**config.mk**
```make
export PLATFORM = sky130hd
export DESIGN_NAME = blink_scheduler
export DESIGN_NICKNAME = d
export VERILOG_FILES = /design/src/rtl/blink_scheduler.sv
export SDC_FILE = /design/constraint.sdc
export NUM_CORES = 1
export LEC_CHECK = 0
export ABC_CLOCK_PERIOD_IN_PS = 2650
export CORE_ASPECT_RATIO = 1.2
export CORE_MARGIN = 2
export CORE_UTILIZATION = 25
export DETAILED_ROUTE_END_ITERATION = 8
export PLACE_DENSITY_LB_ADDON = 0.08
export REMOVE_ABC_BUFFERS = 1
export SYNTH_ARGS = -nofsm -noshare
export SYNTH_HDL_FRONTEND = slang
export SYNTH_SLANG_ARGS = --single-unit
export TNS_END_PERCENT = 10
```
**constraint.sdc**
```tcl
create_clock -name clk -period 2.65 [get_ports clk]
set_input_delay 0.3975 -clock clk [delete_from_list [all_inputs] [get_ports clk]]
set_output_delay 0.3975 -clock clk [all_outputs]
set_load 0.05 [all_outputs]
```
**src/rtl/blink_scheduler.sv**
```systemverilog
// rtl/blink_scheduler.sv - three-channel LED blink/code scheduler on a shared tick
//
// Purpose: drives three LEDs as OFF, ON, free-running BLINK, or CODE (N pulses
// then a dark gap). All channels advance on one shared prescaled tick.
//
// Ports:
//   clk        clock for all logic
//   rst        synchronous active-high reset
//   cfg_valid  config request valid
//   cfg_ready  high whenever rst is low
//   cfg_chan   target channel 0..2 (3 = invalid, raises cfg_err)
//   cfg_mode   0=OFF 1=ON 2=BLINK 3=CODE
//   cfg_count  pulses per CODE sequence
//   cfg_err    one-cycle pulse after an accepted request to channel 3
//   led_out    registered LED drive, bit n = channel n
//   code_done  one-cycle pulse per channel at the end of each CODE gap
module blink_scheduler #(
  parameter int PRESCALE  = 20800,
  parameter int ON_TICKS  = 20,
  parameter int OFF_TICKS = 20,
  parameter int GAP_TICKS = 100
) (
  input  logic       clk,
  input  logic       rst,
  input  logic       cfg_valid,
  output logic       cfg_ready,
  input  logic [1:0] cfg_chan,
  input  logic [1:0] cfg_mode,
  input  logic [3:0] cfg_count,
  output logic       cfg_err,
  output logic [2:0] led_out,
  output logic [2:0] code_done
);

  typedef enum logic [1:0] {IDLE, ON_PH, OFF_PH, GAP} ch_state_t;

  localparam logic [1:0]  MODE_OFF   = 2'd0;
  localparam logic [1:0]  MODE_ON    = 2'd1;
  localparam logic [1:0]  MODE_BLINK = 2'd2;
  localparam logic [1:0]  MODE_CODE  = 2'd3;

  localparam logic [15:0] PRESCALE_LAST = 16'(PRESCALE - 1);
  localparam logic [7:0]  ON_LEN        = 8'(ON_TICKS);
  localparam logic [7:0]  OFF_LEN       = 8'(OFF_TICKS);
  localparam logic [7:0]  GAP_LEN       = 8'(GAP_TICKS);

  logic [15:0] presc_q, presc_d;
  ch_state_t   state_q [3];
  ch_state_t   state_d [3];
  logic [1:0]  mode_q  [3];
  logic [1:0]  mode_d  [3];
  logic [3:0]  count_q [3];
  logic [3:0]  count_d [3];
  logic [3:0]  pulse_q [3];
  logic [3:0]  pulse_d [3];
  logic [7:0]  phase_q [3];
  logic [7:0]  phase_d [3];
  logic [2:0]  led_q, led_d;
  logic [2:0]  done_q, done_d;
  logic        err_q, err_d;
  logic        tick;
  logic        accept;

  assign cfg_ready = ~rst;
  assign accept    = cfg_valid & cfg_ready;
  assign tick      = (presc_q == PRESCALE_LAST);

  assign led_out   = led_q;
  assign code_done = done_q;
  assign cfg_err   = err_q;

  always_comb begin
    presc_d = tick ? 16'd0 : presc_q + 16'd1;
    err_d   = accept && (cfg_chan == 2'd3);
    led_d   = led_q;
    done_d  = 3'b000;
    for (int i = 0; i < 3; i++) begin
      state_d[i] = state_q[i];
      mode_d[i]  = mode_q[i];
      count_d[i] = count_q[i];
      pulse_d[i] = pulse_q[i];
      phase_d[i] = phase_q[i];

      // A config to this channel takes priority over a coincident tick.
      if (accept && (cfg_chan == 2'(i))) begin
        mode_d[i]  = cfg_mode;
        count_d[i] = cfg_count;
        pulse_d[i] = cfg_count;
        phase_d[i] = 8'd0;
        state_d[i] = IDLE;
        led_d[i]   = 1'b0;
        if (cfg_mode == MODE_ON) begin
          led_d[i] = 1'b1;
        end else if ((cfg_mode == MODE_BLINK) ||
                     ((cfg_mode == MODE_CODE) && (cfg_count != 4'd0))) begin
          state_d[i] = ON_PH;
          phase_d[i] = ON_LEN;
          led_d[i]   = 1'b1;
        end
      end else if (tick && (state_q[i] != IDLE)) begin
        if (phase_q[i] != 8'd1) begin
          phase_d[i] = phase_q[i] - 8'd1;
        end else begin
          case (state_q[i])
            ON_PH: begin
              led_d[i] = 1'b0;
              if ((mode_q[i] == MODE_CODE) && (pulse_q[i] == 4'd1)) begin
                pulse_d[i] = 4'd0;
                state_d[i] = GAP;
                phase_d[i] = GAP_LEN;
              end else begin
                if (mode_q[i] == MODE_CODE) begin
                  pulse_d[i] = pulse_q[i] - 4'd1;
                end
                state_d[i] = OFF_PH;
                phase_d[i] = OFF_LEN;
              end
            end
            OFF_PH: begin
              led_d[i]   = 1'b1;
              state_d[i] = ON_PH;
              phase_d[i] = ON_LEN;
            end
            GAP: begin
              done_d[i]  = 1'b1;
              led_d[i]   = 1'b1;
              pulse_d[i] = count_q[i];
              state_d[i] = ON_PH;
              phase_d[i] = ON_LEN;
            end
            default: begin
            end
          endcase
        end
      end
    end
  end

  always_ff @(posedge clk) begin
    if (rst) begin
      presc_q <= 16'd0;
      led_q   <= 3'b000;
      done_q  <= 3'b000;
      err_q   <= 1'b0;
      for (int i = 0; i < 3; i++) begin
        state_q[i] <= IDLE;
        mode_q[i]  <= MODE_OFF;
        count_q[i] <= 4'd0;
        pulse_q[i] <= 4'd0;
        phase_q[i] <= 8'd0;
      end
    end else begin
      presc_q <= presc_d;
      led_q   <= led_d;
      done_q  <= done_d;
      err_q   <= err_d;
      for (int i = 0; i < 3; i++) begin
        state_q[i] <= state_d[i];
        mode_q[i]  <= mode_d[i];
        count_q[i] <= count_d[i];
        pulse_q[i] <= pulse_d[i];
        phase_q[i] <= phase_d[i];
      end
    end
  end

endmodule

```
* Yosys cells after proc, flatten, opt, wreduce, memory -nomap -nowiden
Memory sizes are Yosys's and may differ from the RTL's.
Index checks and enable logic that the tools add are counted.
** Cells by class
- Order comparisons :: 0
- Bitwise operators :: 20
- Eq/ne operators :: 28
- Shifts and indexed selects :: 0
- Divide/modulo/power cells :: 0
- Multiplexer cells :: 93
- Add/subtract/negate cells :: 7
- Reduce and logical (&&, ||, !) cells :: 33
- Multiply operators :: 0
** Operators with widths (number)
- 8-bit 2-to-1 mux :: 13
- 4-bit 2-to-1 mux :: 24
- 8-bit case mux with 2 select lines :: 3
- 2-bit 2-to-1 mux :: 19
- 2-bit equality test, second input constant :: 13
- 8-bit by 1-bit inequality test with 1-bit output, second input constant :: 3
- 4-bit case mux with 2 select lines :: 3
- 8-bit by 1-bit subtractor with 8-bit output, second input constant :: 3
- 1-bit 2-to-1 mux :: 21
- 7-bit 2-to-1 mux :: 3
- 16-bit by 1-bit adder with 16-bit output, second input constant :: 1
- 16-bit by 15-bit equality test with 1-bit output, second input constant :: 1
- 1-bit bitwise OR :: 15
- 4-bit by 1-bit equality test with 1-bit output, second input constant :: 3
- 2-bit case mux with 2 select lines :: 3
- 2-bit nonzero test :: 6
- 4-bit OR reduction :: 3
- 4-bit by 1-bit subtractor with 4-bit output, second input constant :: 3
- 1-bit logical AND :: 11
- 2-bit by 1-bit equality test with 1-bit output, second input constant :: 5
- 3-bit AND reduction :: 3
- 3-bit nonzero test :: 3
- 2-bit OR reduction :: 4
- 2-bit inequality test, second input constant :: 3
- other kinds (7) :: 12
** Storage, ports and cells
- Bits in latches :: 0
- Memory bits (read-only) :: 0
- Memory bits (writable) :: 60
- Memories :: 5
- Flip-flop bits (word level) :: 23
- Input port bits :: 11
** Memory list
- phase_q :: words 3, bits a word 8, read ports 3, clocked after memory_dff 0, wr ports 3, line 56 : logic [7:0] phase_q [3];
- count_q :: words 3, bits a word 4, read ports 3, clocked after memory_dff 0, wr ports 3, line 52 : logic [3:0] count_q [3];
- pulse_q :: words 3, bits a word 4, read ports 3, clocked after memory_dff 0, wr ports 3, line 54 : logic [3:0] pulse_q [3];
- mode_q :: words 3, bits a word 2, read ports 3, clocked after memory_dff 0, wr ports 3, line 50 : logic [1:0] mode_q [3];
- state_q :: words 3, bits a word 2, read ports 3, clocked after memory_dff 0, wr ports 3, line 48 : ch_state_t state_q [3];

* Logic depth before layout (Yosys ltp)
An unclocked memory read counts as a cell.
- Depth after elaboration :: 9
- Gate-level depth with buffers :: 8
- Mapped depth without buffers :: 7

* Worst setup path before layout
OpenSTA, ideal clock, no wires.
- Path type :: register to register
- Start :: memory phase_q[2][1] (netlist: phase_q[0][17])
- End :: memory pulse_q[2][3] (netlist: pulse_q[0][11])
- Data arrival time :: 1.781 ns
- Path slack :: 0.794 ns
- Data required time :: 2.576 ns
- Stages on the path, launching flop included :: 9
- Cell sequence :: dfxtp_1 > inv_1 > ha_1 > nor3b_1 > and2_1 > buf_4 > nand3_1 > or4_1 > a31oi_1
** RTL lines (line)
- start, declared :: 56
- end, declared :: 54

==> results.txt <==
Summed over all layers, the global routing overflow is 0. The layer flagged by global routing as most heavily used is met2. STA classifies the critical path endpoint as a flop. Fill cells in the final layout number 1,919. The worst-case IR drop observed on VDD is 0.0003057 V. The clock passes through at most 2 buffers.

The startpoint class of the critical path was a flop. Number of hold buffers added after cts: 0. In the post-synthesis netlist, the cell with the most instances is sky130_fd_sc_hd__dfxtp_1.

After floorplanning, the core was divided into 53 placement rows. The logs give 0 for the count of nets left with antenna violations after detail routing and 0.35 ns for the source-to-sink clock delay at the later pin of the worst-skew pair. After synthesis the cells add up to 0.004398 mm^2. TritonCTS built the clock tree. The final-report max-slew violation count came out at 0. Via count: 3,923. For this run, global-route usage on met1 was measured as 17.39%. Dividing the final minimum period by the clock period gives 84.05%. After synthesis, the cell types taking the most area are sky130_fd_sc_hd__dfxtp_1 (38%), sky130_fd_sc_hd__nand2_1 (6.6%), sky130_fd_sc_hd__a21oi_1 (4.3%).

For the final count of hold timing violations, the log shows 0. Ranked by instance count, the synthesized netlist is headed by sky130_fd_sc_hd__dfxtp_1 (83), sky130_fd_sc_hd__nand2_1 (77), sky130_fd_sc_hd__nor2_1 (49). In this run the power density over the cells is 542.9 mW/mm^2.

Derived from the worst setup path, the maximum achievable clock frequency is 449.0 MHz. The via count of the first global-routing pass came out at 4,024. The mean post-synth cell area was 8.251 um^2; the number of enable flip-flop cells after synthesis was 0. The worst clock skew was 0.006865 ns. The run gives 14.27% as the aggregate global-route resource usage. The most used flip-flop cell after synthesis is sky130_fd_sc_hd__dfxtp_1. The wire length of the first global-routing pass came out at 21,080 um.

Async set or reset register ratio after synthesis: 0%. At the worst endpoint, the required time is 2.93 ns. The logs give 533 for the count of mapped cells out of synthesis and 9 for the CTS buffer count. The tree is rooted in a sky130_fd_sc_hd__clkbuf_16. For this run, design rule violations remaining after detail routing come to 0. After clock tree synthesis, the clock-pin slew on the worst setup and hold paths is 0.06 ns. The worst relative slew slack is 60.66%.

In this run the worst hold path is classified as flop to flop. The top cell type by area accounts for 37.78% of the synthesized area. After detailed routing, the total wire length is 12,590 um. The tool flagged a number of max-cap violations equal to 0. The post-layout minimum cycle time was 2.227 ns; the average vias per placed instance was 5.023. The die covers 0.01867 mm^2.

The wire length per cell after detailed routing was 16.13 um; the overall power was 2.815 mW. The maximum fanout along the worst path was 23; the horizontal die dimension was 125.1 um. At the pin with the least slew margin, the transition time is 0.5847 ns. The detailed router finished its first iteration with 195 violations. From synthesis to final layout, the design area changed by 17.89%.

The count of buffers added on input and output ports is 18. The pin count of the biggest net entering global routing came out at 24. The repair_antennas step left the layout with diodes totalling 0. Setup repair after global routing left no endpoint under its margin. From bottom edge to top edge, the die measures 149.3 um. Of all cell types, the one taking the most synthesized area is sky130_fd_sc_hd__dfxtp_1. For the count of boundary I/O pins, the log shows 19.

During synthesis, Yosys emitted a total of 0 warnings. The initial antenna violation count was 0; the setup slack after layout was 0.4227 ns. For this design the static power due to leakage is 1.792 nW. The total setup violations reported at the end of the flow came out at 0. In the global route stage, met3 resource usage came out at 2.475%. The synthesized design contains 83 register bits. The total setup buffers inserted after CTS was 0.

Critical path start-end classification: flop to flop. The count of clock tree sinks came out at 83. At the worst endpoint, the arrival time is 2.51 ns. The share of the Yosys chip area taken by registers is 37.78%. The post-route netlist has 9.982% of its cells at a drive strength greater than 1.

Timing analysis after detailed placement gives a worst setup slack of 0.4278 ns. Summed over all nets, the half-perimeter wirelength after detailed placement is 9251 um. For this configuration, the core starts out at a cell density of 25.31%. The number of different library cells used by synthesis comes to 64. The iteration count of the initial detailed-routing pass was 4.

The run finished with clean final reports. The H-tree depth reported by CTS is 3, and the number of nets in the layout is 581. Global routing usage on met2: 23.51%. Total negative slack for setup checks: 0 ns. Post-CTS repair changed the size of 0 cells. At the end of routability-driven placement, the weighted congestion stood at 0.8527.

The tools report the area of the core as 0.01737 mm^2.
-- sequential cells by signal (all words and copies together), names as in the netlist --
signal and count:
phase_q 24, presc_q 16, led_out 3, cfg_err 1, pulse_q 12, code_done 3
mode_q 6, count_q 12, state_q 6
-- final timing paths --
path | startpoint | endpoint | slack, ns | depth (start not counted)
max | presc_q[0]$_SDFF_PP0_ | pulse_q[0][11]$_SDFFE_PP0P_ | 0.42 | 6
min | count_q[0][6]$_SDFFE_PP0P_ | count_q[0][6]$_SDFFE_PP0P_ | 0.46 | 2
max reg2reg | presc_q[0]$_SDFF_PP0_ | pulse_q[0][11]$_SDFFE_PP0P_ | 0.42 | 6
min reg2reg | count_q[0][6]$_SDFFE_PP0P_ | count_q[0][6]$_SDFFE_PP0P_ | 0.46 | 2
-- logic make-up (layout without fill, tap and decap cells) --
kind of cell	count (synthesis)	in the layout	synth area share [%]
AOI/OAI and AO/OA	115	115	17.24
xor gates and xnor gates	26	26	5.178
adders and majority gates	13	13	3.699
buffers and inverters	42	70	4.097
DFF	83	83	37.78
muxes	11	11	2.504
and+or+nand+nor	243	243	29.50
-- through the flow --
stage          cell area [um^2]  hold WS (ns)  utilization, %  cells
2_1_floorplan              4289        0.4303               -    510
5_1_grt                    5185        0.4780           29.84    781
6_report                   5185        0.4565           29.84    781
3_5_place_dp               4890        0.4504           28.14    766
4_1_cts                    5185        0.4604           29.84    781
3_3_place_gp               4890        0.4475           28.14    766
-- critical path, stage by stage (launching register included) --
cell	delay [ns]
sky130_fd_sc_hd__dfxtp_1	0.39
sky130_fd_sc_hd__ha_1	0.23
sky130_fd_sc_hd__and2_1	0.20
sky130_fd_sc_hd__and4_4	0.44
sky130_fd_sc_hd__nand3_1	0.26
sky130_fd_sc_hd__or4_1	0.46
sky130_fd_sc_hd__a31oi_1	0.17
-- final cells by class --
class,count,area (um^2),share of cell area (%)
clock buffers,13,260.3,5.019
clock inverters,2,35.03,0.6757
inverters,19,71.32,1.375
multi-input cells,408,2556,49.30
flip-flops and latches,83,1662,32.05
well taps,220,275.3,5.309
repair buffers,36,325.3,6.274
-- metal layers --
| layer | up-vias | part of all wire, % |
|---|---|---|
| met1 | 1877 | 46 |
| li1 | 1964 | - |
| met5 | - | 0 |
| met4 | 0 | 4.1 |
| met2 | 53 | 47 |
| met3 | 29 | 2.4 |
-- where the power goes --
| part | switching (mW) | internal (mW) | total [mW] | leakage (nW) |
|---|---|---|---|---|
| clock network | 0.520 | 0.776 | 1.30 | 0.146 |
| logic | 0.124 | 0.0922 | 0.216 | 0.974 |
| registers | 0.0277 | 1.27 | 1.30 | 0.672 |
-- layout by cell type, fill, tap and decap left out, types with 3 or more instances in the layout --
master                             n
sky130_fd_sc_hd__a21oi_1          38
sky130_fd_sc_hd__nor3_1           18
sky130_fd_sc_hd__nor2_1           49
sky130_fd_sc_hd__buf_4            18
sky130_fd_sc_hd__xnor2_1          20
sky130_fd_sc_hd__o21ai_0          20
sky130_fd_sc_hd__and2_1            7
sky130_fd_sc_hd__nand3_1          19
sky130_fd_sc_hd__or3_1             5
sky130_fd_sc_hd__inv_1            19
sky130_fd_sc_hd__or3b_2            4
sky130_fd_sc_hd__a211oi_1          8
sky130_fd_sc_hd__and2_0            3
sky130_fd_sc_hd__a21o_1            4
sky130_fd_sc_hd__a31oi_1           7
sky130_fd_sc_hd__clkbuf_16         9
sky130_fd_sc_hd__nand3b_1          4
sky130_fd_sc_hd__mux2i_1          11
sky130_fd_sc_hd__a31o_2            3
sky130_fd_sc_hd__nor2b_1           4
sky130_fd_sc_hd__nand4_1          12
sky130_fd_sc_hd__xor2_1            6
sky130_fd_sc_hd__nor4_1            9
sky130_fd_sc_hd__o311ai_0          4
sky130_fd_sc_hd__nand2_1          77
sky130_fd_sc_hd__or4_1             4
sky130_fd_sc_hd__o31ai_1           5
sky130_fd_sc_hd__or2_2             3
sky130_fd_sc_hd__dfxtp_1          83
sky130_fd_sc_hd__nor3b_1           5
sky130_fd_sc_hd__clkdlybuf4s50_1  17
sky130_fd_sc_hd__ha_1             13
sky130_fd_sc_hd__and3_1            4
sky130_fd_sc_hd__o211ai_1          3
No activity file was read; power rests on OpenSTA's default activity.
